[src/rtl/fc_argmax_if.sv]
// Handshake and f8 RAM read bus between the classifier scan block and its environment.
// Optional max_score signal present only when FC_ARGMAX_SCORE_EN is defined.
interface fc_argmax_if #(
  parameter int DATA_W = 16,
  parameter int ADDR_W = 4
);
  logic              argmax_start;
  logic              f8_rd_en;
  logic [ADDR_W-1:0] f8_raddr;
  logic [DATA_W-1:0] f8_rdata;
  logic              busy;
  logic              argmax_done;
  logic [ADDR_W-1:0] class_id;
`ifdef FC_ARGMAX_SCORE_EN
  logic [DATA_W-1:0] max_score;

  modport master (
    input  argmax_start, f8_rdata,
    output f8_rd_en, f8_raddr, busy, argmax_done, class_id, max_score
  );
  modport slave (
    output argmax_start, f8_rdata,
    input  f8_rd_en, f8_raddr, busy, argmax_done, class_id, max_score
  );
`else
  modport master (
    input  argmax_start, f8_rdata,
    output f8_rd_en, f8_raddr, busy, argmax_done, class_id
  );
  modport slave (
    output argmax_start, f8_rdata,
    input  f8_rd_en, f8_raddr, busy, argmax_done, class_id
  );
`endif
endinterface

[src/rtl/fc_argmax.sv]
// Scans the N_CLASS signed FC3 scores from the f8 RAM and reports the index of the largest.
// Define FC_ARGMAX_SCORE_EN to also export the winning score on max_score.
module fc_argmax #(
  parameter int DATA_W  = 16,
  parameter int N_CLASS = 10,
  parameter int ADDR_W  = 4,
  parameter int RD_LAT  = 1
) (
  input logic          clk,
  input logic          rst_n,
  fc_argmax_if.master  bus
);

  typedef enum logic [3:0] {
    IDLE  = 4'b0001,
    READ  = 4'b0010,
    DRAIN = 4'b0100,
    DONE  = 4'b1000
  } state_t;

  state_t                   r_state, w_state_nxt;
  logic [ADDR_W-1:0]        r_addr;
  logic [2:0]               r_drain_cnt;
  logic [RD_LAT-1:0]        r_vld_p;
  logic [ADDR_W-1:0]        r_idx_p [RD_LAT];
  logic signed [DATA_W-1:0] r_best_val, w_best_val_nxt;
  logic [ADDR_W-1:0]        r_best_idx, w_best_idx_nxt;
  logic [ADDR_W-1:0]        r_class_id;
  logic signed [DATA_W-1:0] w_rdata;
  logic                     w_vld, w_last_addr, w_drain_end, w_rd_en;
  logic [ADDR_W-1:0]        w_idx;

  // Index 0 always seeds the running maximum; later samples must be strictly larger,
  // which is what keeps the lowest index on a tie.
  function automatic logic beats(input logic signed [DATA_W-1:0] cand,
                                 input logic signed [DATA_W-1:0] best,
                                 input logic                     first);
    return first || (cand > best);
  endfunction

  assign w_rdata     = bus.f8_rdata;
  assign w_rd_en     = (r_state == READ);
  assign w_last_addr = (r_addr == ADDR_W'(N_CLASS - 1));
  assign w_drain_end = (r_drain_cnt == 3'(RD_LAT - 1));
  assign w_vld       = r_vld_p[RD_LAT-1];
  assign w_idx       = r_idx_p[RD_LAT-1];

  always_ff @(posedge clk or negedge rst_n) begin
    if (!rst_n) r_state <= IDLE;
    else        r_state <= w_state_nxt;
  end

  always_comb begin
    w_state_nxt = r_state;
    unique case (r_state)
      IDLE:    if (bus.argmax_start) w_state_nxt = READ;
      READ:    if (w_last_addr)      w_state_nxt = DRAIN;
      DRAIN:   if (w_drain_end)      w_state_nxt = DONE;
      DONE:                          w_state_nxt = IDLE;
      default:                       w_state_nxt = IDLE;
    endcase
  end

  always_ff @(posedge clk or negedge rst_n) begin
    if (!rst_n) begin
      r_addr      <= '0;
      r_drain_cnt <= '0;
    end else begin
      r_addr      <= (w_rd_en && !w_last_addr) ? r_addr + ADDR_W'(1) : '0;
      r_drain_cnt <= (r_state == DRAIN) ? r_drain_cnt + 3'd1 : 3'd0;
    end
  end

  // Stage p0..p(RD_LAT-1): read tag travels alongside the RAM access latency
  always_ff @(posedge clk or negedge rst_n) begin
    if (!rst_n) begin
      r_vld_p <= '0;
      for (int i = 0; i < RD_LAT; i++) r_idx_p[i] <= '0;
    end else begin
      r_vld_p[0] <= w_rd_en;
      r_idx_p[0] <= r_addr;
      for (int i = 1; i < RD_LAT; i++) begin
        r_vld_p[i] <= r_vld_p[i-1];
        r_idx_p[i] <= r_idx_p[i-1];
      end
    end
  end

  // Compare stage: tagged sample meets the running maximum
  always_comb begin
    w_best_val_nxt = r_best_val;
    w_best_idx_nxt = r_best_idx;
    if (w_vld && beats(w_rdata, r_best_val, w_idx == '0)) begin
      w_best_val_nxt = w_rdata;
      w_best_idx_nxt = w_idx;
    end
  end

  always_ff @(posedge clk) begin
    r_best_val <= w_best_val_nxt;
    r_best_idx <= w_best_idx_nxt;
  end

  // Result stage: the final sample lands on the same edge that enters DONE, so take the next-state view
`ifdef FC_ARGMAX_SCORE_EN
  logic [DATA_W-1:0] r_max_score;
  always_ff @(posedge clk or negedge rst_n) begin
    if (!rst_n)                           r_max_score <= '0;
    else if (r_state == DRAIN && w_drain_end) r_max_score <= w_best_val_nxt;
  end
  assign bus.max_score = r_max_score;
`endif

  always_ff @(posedge clk or negedge rst_n) begin
    if (!rst_n)                               r_class_id <= '0;
    else if (r_state == DRAIN && w_drain_end) r_class_id <= w_best_idx_nxt;
  end

  assign bus.f8_rd_en    = w_rd_en;
  assign bus.f8_raddr    = r_addr;
  assign bus.busy        = (r_state != IDLE);
  assign bus.argmax_done = (r_state == DONE);
  assign bus.class_id    = r_class_id;

endmodule

[src/flat_wrapper.sv]
// flat-port wrapper written by rule: the top's interface ports become plain ports
module fc_argmax_flat 
#(
  parameter int DATA_W  = 16,
  parameter int N_CLASS = 10,
  parameter int ADDR_W  = 4,
  parameter int RD_LAT  = 1
)
  (clk, rst_n, bus_argmax_start, bus_f8_rdata, bus_f8_rd_en, bus_f8_raddr, bus_busy, bus_argmax_done, bus_class_id);
  fc_argmax_if #(.DATA_W(DATA_W), .ADDR_W(ADDR_W)) bus_i ();
  input logic clk;
  input logic rst_n;
  input wire logic [$bits(bus_i.argmax_start)-1:0] bus_argmax_start;
  input wire logic [$bits(bus_i.f8_rdata)-1:0] bus_f8_rdata;
  output wire logic [$bits(bus_i.f8_rd_en)-1:0] bus_f8_rd_en;
  output wire logic [$bits(bus_i.f8_raddr)-1:0] bus_f8_raddr;
  output wire logic [$bits(bus_i.busy)-1:0] bus_busy;
  output wire logic [$bits(bus_i.argmax_done)-1:0] bus_argmax_done;
  output wire logic [$bits(bus_i.class_id)-1:0] bus_class_id;
  assign bus_i.argmax_start = bus_argmax_start;
  assign bus_i.f8_rdata = bus_f8_rdata;
  assign bus_f8_rd_en = bus_i.f8_rd_en;
  assign bus_f8_raddr = bus_i.f8_raddr;
  assign bus_busy = bus_i.busy;
  assign bus_argmax_done = bus_i.argmax_done;
  assign bus_class_id = bus_i.class_id;
  fc_argmax #(.DATA_W(DATA_W), .N_CLASS(N_CLASS), .ADDR_W(ADDR_W), .RD_LAT(RD_LAT)) u_core (.clk(clk), .rst_n(rst_n), .bus(bus_i));
endmodule
[config.mk]
export PLATFORM = sky130hd
export DESIGN_NAME = fc_argmax_flat
export DESIGN_NICKNAME = d
export VERILOG_FILES = /design/src/rtl/fc_argmax_if.sv /design/src/rtl/fc_argmax.sv /design/src/flat_wrapper.sv
export SDC_FILE = /design/constraint.sdc
export NUM_CORES = 1
export LEC_CHECK = 0
export CORE_MARGIN = 5
export CORE_UTILIZATION = 40
export CTS_BUF_LIST = sky130_fd_sc_hd__clkbuf_8
export CTS_CLUSTER_DIAMETER = 200
export DETAILED_ROUTE_END_ITERATION = 8
export DONT_BUFFER_PORTS = 1
export SLEW_MARGIN = 25
export SYNTH_ARGS = -nofsm -noshare
export SYNTH_HDL_FRONTEND = slang
export SYNTH_SLANG_ARGS = --single-unit
[constraint.sdc]
create_clock -name clk -period 3.2 [get_ports clk]
set_input_delay 0.64 -clock clk [delete_from_list [all_inputs] [get_ports clk]]
set_output_delay 0.64 -clock clk [all_outputs]
set_load 0.05 [all_outputs]
* Yosys cells after proc, flatten, opt, wreduce, memory -nomap -nowiden
Cells that the tools add are included.
Storage, ports and cells: register bits after elaboration 40, input port bits 19, output and inout bits 11
Operators by class: $add $sub $neg 2, magnitude comparators 1, equal/unequal tests 9, mux-type cells 7, reduce and logical (&&, ||, !) cells 8
Operators with widths (count):
- $mux 4 | 5
- $gt 16x16->1 | 1
- $pmux 4 s3 | 1
- $eq 4x4->1 const B | 2
- $add 4x1->4 const B | 1
- $eq 4x1->1 const B | 1
- $eq 4x2->1 const B | 1
- $eq 4x3->1 const B | 1
- $logic_not 4->1 | 1
- $ne 2x1->1 const B | 2
- $ne 4x1->1 const B | 1
- $add 3x1->3 const B | 1
- $logic_and 1x1->1 | 3
- $logic_not 3->1 | 1
- $mux 3 | 1
- $reduce_and 3->1 | 1
- $ne 2x2->1 const B | 1
- $logic_not 1->1 | 1
- $logic_or 1x1->1 | 1

* Logic depth before layout (Yosys ltp)
Gate-level depths: netlist of the first run.
depth in word-level cells 4, gate-level depth with buffers 9, depth with buffers taken out 8

* Worst setup path after synthesis of the first run
No wires, ideal clock.
kind flip-flop to flip-flop, start register u_core.r_state[3], end register u_core.r_state[2], data arrival time 3.204 ns, path slack -0.128 ns, cell stages (with the launch flop) 5, path buffers 0, clock period less this slack 3.328 ns, cells stage by stage dfrtp_1 -> nor4b_1 -> o21ai_0 -> o21ai_0 -> nor2_1
On the way: longest elaborated chain between the ends 3, elaborated cells between the ends (all ways) 8, those cells by class eq/ne: 6; mux: 1; reduce/logical: 1
RTL lines:
- start, declared | RTL line fc_argmax.sv:21 | state_t r_state, w_state_nxt;
- start signal, assigned | RTL line fc_argmax.sv:50 | else r_state <= w_state_nxt;
- $eq 4x2->1 (*)
- via bus_f8_rd_en | RTL line flat_wrapper.sv:15 | output wire logic [$bits(bus_i.f8_rd_en)-1:0] bus_f8_rd_en;
- $ne 2x1->1 (no line)
- $reduce_and 3->1 (no line)
The timed path passes the listed nets; every way through them passes the cells marked *. A chain may end at the register's enable or synchronous reset.

* Worst setup path in the final report of the first run
start register u_core.r_best_val[15], end register u_core.r_best_val[10] (enable)
On the way: longest elaborated chain between the ends 3
RTL lines:
- start, declared | RTL line fc_argmax.sv:26 | logic signed [DATA_W-1:0] r_best_val, w_best_val_nxt;
- start signal, assigned | RTL line fc_argmax.sv:100 | r_best_val <= w_best_val_nxt;
- $gt 16x16->1 | RTL line fc_argmax.sv:38 | return first || (cand > best);
- $logic_or 1x1->1 | RTL line fc_argmax.sv:38
- $logic_and 1x1->1 | RTL line fc_argmax.sv:93 | if (w_vld && beats(w_rdata, r_best_val, w_idx == '0)) begin
Every way passes these cells.

==> results of run 1 <==
[per-stage QoR]
step	area (sq um)	std cells
CTS	2210	247
global placement	2120	239
floorplan	2020	170
detailed placement	2120	239
finish	2210	247
global route	2210	247
[critical path, delay by kind of cell, from the launching register on]
family	cells	cell delay [ns]
adders and majority gates	1	0.43
and+or+nand+nor	3	0.58
buffers and inverters	2	0.31
AOI/OAI and AO/OA	2	0.43
DFF	1	0.33
[area by class of cell]
type                    instances  area share
repair buffers                  3      0.0102
multi-input cells             106       0.393
flip-flops and latches         40       0.480
inverters                      23      0.0390
well taps                      67      0.0379
clock inverters                 3     0.00960
clock buffers                   5      0.0311
[layer usage]
metal | global-route usage | routed length, um
met4 | 0.0507 | 69
met2 | 0.224 | 1940
met3 | 0.0521 | 241
met5 | 0 | 0
met1 | 0.126 | 1440
[power by group through the flow]
stage	clock (mW)	sequential (mW)	combinational [mW]
after floorplan	0	0.764	0.372
after global placement	0	0.776	0.452
after detailed placement	0	0.783	0.474
after CTS	0.347	0.772	0.479
after global routing	0.366	0.785	0.526
final	0.333	0.770	0.471
[cell usage in the layout, fill, tap and decap left out, drive strengths merged, types with 5 or more instances in the layout]
cell,n
a21oi,7
clkbuf,5
dfrtp,19
edfxtp,16
ha,20
inv,25
nand2,6
nand4,15
nor2,12
o21ai,9
[flip-flops by register name, indices dropped and copies added, names as in the netlist]
signal / count
u_core.r_state: 4
u_core.r_drain_cnt: 3
u_core.r_best_val: 16
u_core.r_idx_p: 4
u_core.r_best_idx: 4
u_core.r_vld_p: 1
u_core.bus.f8_raddr: 4
u_core.bus.class_id: 4
[cells by family (layout without fill, tap and decap cells)]
family,Yosys count,count (layout)
AO/OA/AOI/OAI,24,24
XOR/XNOR,3,3
adder cells (fa/ha/maj),20,20
buffers and inverters,24,34
flip-flops,40,40
multiplexers,4,4
AND/OR/NAND/NOR,55,55
[path summary, 6_finish.rpt]
path | to | slack (ns) | cells after the start
max reg2reg | u_core.r_best_val[10] | 0.82 | 8
max in group asynchronous | u_core.r_state[0] | 2.99 | 0
min in group clk | u_core.r_state[0] | 0.44 | 1
max | u_core.r_best_val[10] | 0.82 | 8
min reg2reg | u_core.r_drain_cnt[0] | 0.46 | 1
min | u_core.bus.f8_raddr[0] | 0.04 | 0
==> impl_metrics.py, run 1 <==
metrics = {
    "run_status": {
        "outcome": "completed",
    },
    "cells_and_area": {
        "num_antenna_cells": 0,
        "final-seq-area_sq_um": 1060,
        "drive_above_1_share": 0.167,
        "utilization": 0.460,
        "nets": 218,
        "fillers": 479,
        "areaGrowthSynthToFinish_pct": 10.1,
        "multi_input_area_sq_um": 870,
    },
    "setup_path": {
        "worstSetupStartpoint": "u_core.r_best_val[15]",
        "path_cells": "inv_1, ha_1, nand4_4, nor4_4, a221o_2, nor2_1, o22ai_1, buf_4",
        "criticalPathCategory": "reg -> reg",
        "cp_slowest_cell": "ha_1",
        "cp.arrival_ns": 2.36,
        "endpoint_kind": "flop",
        "crit_path_start_kind": "flop",
        "cp_max_fo": 16,
        "required_ns": 3.18,
        "r2r-start": "u_core.r_best_val[15]",
        "cpPeakStageDelay_ns": 0.43,
    },
    "global_route": {
        "grt.total_usage": 0.124,
        "gr-total-overflow": 0,
        "grt_max_degree": 21,
        "grt_pass1_wl_mm": 6.09,
        "grt_pass1_vias": 1352,
        "antenna_found_initial": 0,
    },
    "synthesis": {
        "synthMuxAreaShare": 0.0224,
        "yosys.area_share.simple": 0.190,
        "ys_warn_count": 0,
        "synth-adder-area-share": 0.124,
        "async_flop_share": 0.500,
        "synth_cell_types": 38,
        "synth_compound_area_frac": 0.0759,
        "synth.most_common_cell": "inv_1",
        "avgSynthCellArea_sq_um": 11.8,
        "synth_edf_count": 16,
        "syn_area_sq_um": 2010,
        "synth_area_leader_cell": "edfxtp_1",
        "synth_area_leaders": "edfxtp_1 (24%), dfrtp_1 (24%), ha_1 (12%), inv_1 (4.3%), dfxtp_1 (4.0%)",
        "synth_top_area_share": 0.239,
        "ys.flop_type": "dfrtp_1",
        "synthCells": 170,
        "synth_nets": 209,
        "ys_seq_area_frac": 0.528,
        "synth_top_family_by_area": "simple AND/OR/NAND/NOR gates",
        "netlist_top_cells_count": "inv_1 (23), ha_1 (20), dfrtp_1 (19)",
        "ys_seq_elements": 40,
        "synth_xor_area_frac": 0.0131,
    },
    "detailed_routing": {
        "drt_iter0_drc": 39,
        "drtPass1Iterations": 4,
        "wire_per_inst_um": 14.9,
        "drc": 0,
        "viasPerCell": 5.24,
        "ant_nets": 0,
        "wirelength_mm": 3.69,
        "vias": 1294,
    },
    "floorplan": {
        "die_h_um": 80.9,
        "start_util": 0.417,
        "ioPinCount": 30,
        "rows": 25,
        "die_area_sq_um": 6540,
        "core_sq_um": 4820,
        "dieWidth_um": 80.9,
    },
    "sta": {
        "rsz0062_at_grt": "no",
        "tightest_slew_ns": 0.588,
        "fin_crit_ns": 2.38,
        "hold_slack_ns": 0.0350,
        "fin_tns_setup_ns": 0,
        "relSlewSlack": 0.604,
        "slew_viol_final": 0,
        "clock.fmax_mhz": 421,
        "final-hold-violation-count": 0,
        "skew_ns": 0.00576,
        "fin_crit_sh": 0.742,
        "setup_viol": 0,
        "layout_setup_ws_ns": 0.824,
    },
    "cts": {
        "cts_setup_buffers": 0,
        "clkTransAtPathRegs_ns": 0.08,
        "clock-sinks": 40,
        "clock_path_buffers": 2,
        "cts_root_buf": "clkbuf_8",
        "cts_resized": 0,
        "htreeDepth": 2,
        "numCtsBuffers": 5,
        "ctsHoldBuffers": 0,
        "cts_tree": "built",
        "clk_latency_ns": 0.29,
    },
    "power": {
        "comb_power_share": 0.299,
        "switchingPower_uw": 585,
        "fin_total_pwr_mw": 1.57,
        "sw_frac_of_total": 0.372,
        "p_int_uw": 988,
        "seq_power_share": 0.490,
        "power.leakage_nw": 0.978,
        "clkPwrFrac": 0.211,
        "peakVddDrop_mv": 0.453,
        "cellPowerDensity_nw_per_um2": 710,
    },
    "placed_design": {
        "hpwl_mm": 2.96,
        "port_buffers": 0,
        "gp_congestion": 0.754,
        "dp_slack_ns": 0.554,
    },
    "flow_run": {
        "drv_cap": 0,
    },
    "worst_hold_path": {
        "min_path_type": "in -> async",
    },
}
(Power assumes the default switching activity.)
==> run 2: changes to the inputs <==
clock period = 2.3 ns   (was 3.2 ns; I/O delays follow)
==> impl_metrics.py, run 2 (synthesized netlist as in run 1, its figures left out) <==
metrics = {
    "run_status": {
        "outcome": "completed",
    },
    "setup_path": {
        "cp_max_fo": 7,
        "crit_path_start_kind": "flop",
        "r2r-start": "u_core.r_best_val[7]",
        "cp.arrival_ns": 2.27,
        "required_ns": 2.35,
        "worstSetupStartpoint": "u_core.r_best_val[7]",
        "endpoint_kind": "flop",
        "criticalPathCategory": "reg -> reg",
    },
    "sta": {
        "tightest_slew_ns": 0.869,
        "setup_viol": 0,
        "skew_ns": 0.00513,
        "fin_crit_sh": 0.965,
        "final-hold-violation-count": 0,
        "relSlewSlack": 0.419,
        "slew_viol_final": 0,
        "rsz0062_at_grt": "yes",
        "clock.fmax_mhz": 451,
        "fin_crit_ns": 2.22,
    },
    "cts": {
        "clk_latency_ns": 0.29,
        "clock_path_buffers": 2,
        "htreeDepth": 2,
        "clock-sinks": 40,
        "cts_tree": "built",
        "numCtsBuffers": 5,
        "cts_root_buf": "clkbuf_8",
        "clkTransAtPathRegs_ns": 0.08,
    },
    "cells_and_area": {
        "areaGrowthSynthToFinish_pct": 15.9,
        "fillers": 456,
        "nets": 225,
        "final_cell_mix": "inv_1 (23), ha_1 (19), dfrtp_1 (19)",
        "multi_input_area_sq_um": 915,
        "final_cell_area_sq_um": 2330,
        "final-seq-area_sq_um": 1060,
        "final_common_cell": "inv_1",
        "drive_above_1_share": 0.198,
        "regMostFlops": "u_core.r_best_val",
        "layout.cells.non_filler": 254,
        "num_antenna_cells": 0,
        "largest_register_ffs": 16,
        "utilization": 0.484,
    },
    "detailed_routing": {
        "wl_met3_um": 305,
        "drtPass1Iterations": 4,
        "routed-wl-met2_mm": 1.94,
        "drc": 0,
        "wire_per_inst_um": 15.2,
        "viasPerCell": 5.22,
        "highest_layer": "met4",
        "drt_iter0_drc": 83,
        "ant_nets": 0,
        "wirelength_mm": 3.87,
        "vias": 1327,
        "wl_met1_mm": 1.55,
    },
    "power": {
        "clkPwrFrac": 0.243,
        "seq_power_share": 0.435,
        "power.leakage_nw": 1.02,
        "sw_frac_of_total": 0.361,
        "switchingPower_uw": 867,
        "fin_total_pwr_mw": 2.41,
        "peakVddDrop_mv": 0.688,
        "cellPowerDensity_nw_per_um2": 1030,
        "p_int_mw": 1.54,
        "comb_power_share": 0.321,
    },
    "placed_design": {
        "dpl_cell_area_sq_um": 2170,
        "dp.cells": 243,
        "port_buffers": 0,
        "hpwl_mm": 3.00,
        "gp_congestion": 0.860,
    },
    "worst_hold_path": {
        "min_from": "bus_argmax_start",
        "min_path_type": "in -> reg",
    },
    "floorplan": {
        "die_area_sq_um": 6540,
        "die_h_um": 80.9,
        "rows": 25,
        "start_util": 0.417,
        "core_sq_um": 4820,
        "ioPinCount": 30,
        "dieWidth_um": 80.9,
    },
    "global_route": {
        "grt_pass1_vias": 1409,
        "grt_pass1_wl_mm": 6.38,
        "grt_max_degree": 21,
        "grt.total_usage": 0.127,
        "gr-total-overflow": 0,
        "antenna_found_initial": 0,
    },
    "flow_run": {
        "drv_cap": 0,
    },
}
## run 2: changes by cell type in the layout (fill, tap and decap cells not counted), sizes merged
cell,change
buf,+5
a221o,+1
dlygate4sd3,+1
clkinv,-1
bufinv,+1
## run 2: power groups by stage
| stage | registers [mW] | clock network (mW) | logic [mW] |
|---|---|---|---|
| after CTS | 1.05 | 0.606 | 0.748 |
| after global placement | 1.05 | 0 | 0.709 |
| after floorplan | 1.06 | 0 | 0.540 |
| final | 1.05 | 0.585 | 0.773 |
| after global routing | 1.07 | 0.638 | 0.854 |
| after detailed placement | 1.07 | 0 | 0.736 |
## run 2: final timing paths
check                                        endpoint  slack [ns]  cells past startpoint
worst max-delay path            u_core.r_best_val[10]        0.08                      8
worst min-delay path                u_core.r_state[0]        0.25                      1
worst max register to register  u_core.r_best_val[10]        0.08                      8
worst min register to register  u_core.r_drain_cnt[0]        0.46                      1
max in group asynchronous           u_core.r_state[3]        1.04                      1
min in group asynchronous       u_core.r_drain_cnt[0]        0.72                      1
## run 2: per-layer routing
layer,track usage,up-vias
li1,-,647
met1,0.142,636
met2,0.213,36
met3,0.0576,8
met4,0.0490,0
met5,0,-
## run 2: layout make-up
class,instances,area share
timing repair buffer,9,0.0301
inverter,23,0.0370
clock buffer,5,0.0295
clock inverter,3,0.0193
multi-input combinational,107,0.392
sequential,40,0.456
tap,67,0.0360
## run 2: critical path, stage by stage, from the launching register on
cell      delay [ns]
edfxtp_1        0.37
inv_1           0.06
ha_1            0.24
nand4_1         0.16
o221ai_1        0.21
a221o_2         0.47
nor2_1          0.18
o22ai_4         0.09
buf_4           0.19
## run 2: through the flow
| stage | TNS, ns | setup WS [ns] | hold slack [ns] |
|---|---|---|---|
| floorplan | -0.00800 | -0.00800 | 0.164 |
| global placement | 0 | 0.0449 | 0.165 |
| detailed placement | -0.657 | -0.0415 | 0.165 |
| CTS | 0 | 0.00359 | 0.246 |
| global route | -0.395 | -0.0303 | 0.239 |
| finish | 0 | 0.0816 | 0.253 |
## run 2: timing repair
item,CTS,global route
hold buffers,1,0
gates resized for setup,0,2
setup buffers,0,1
hold endpoints to repair,20,0
endpoints found under the setup margin,0,18
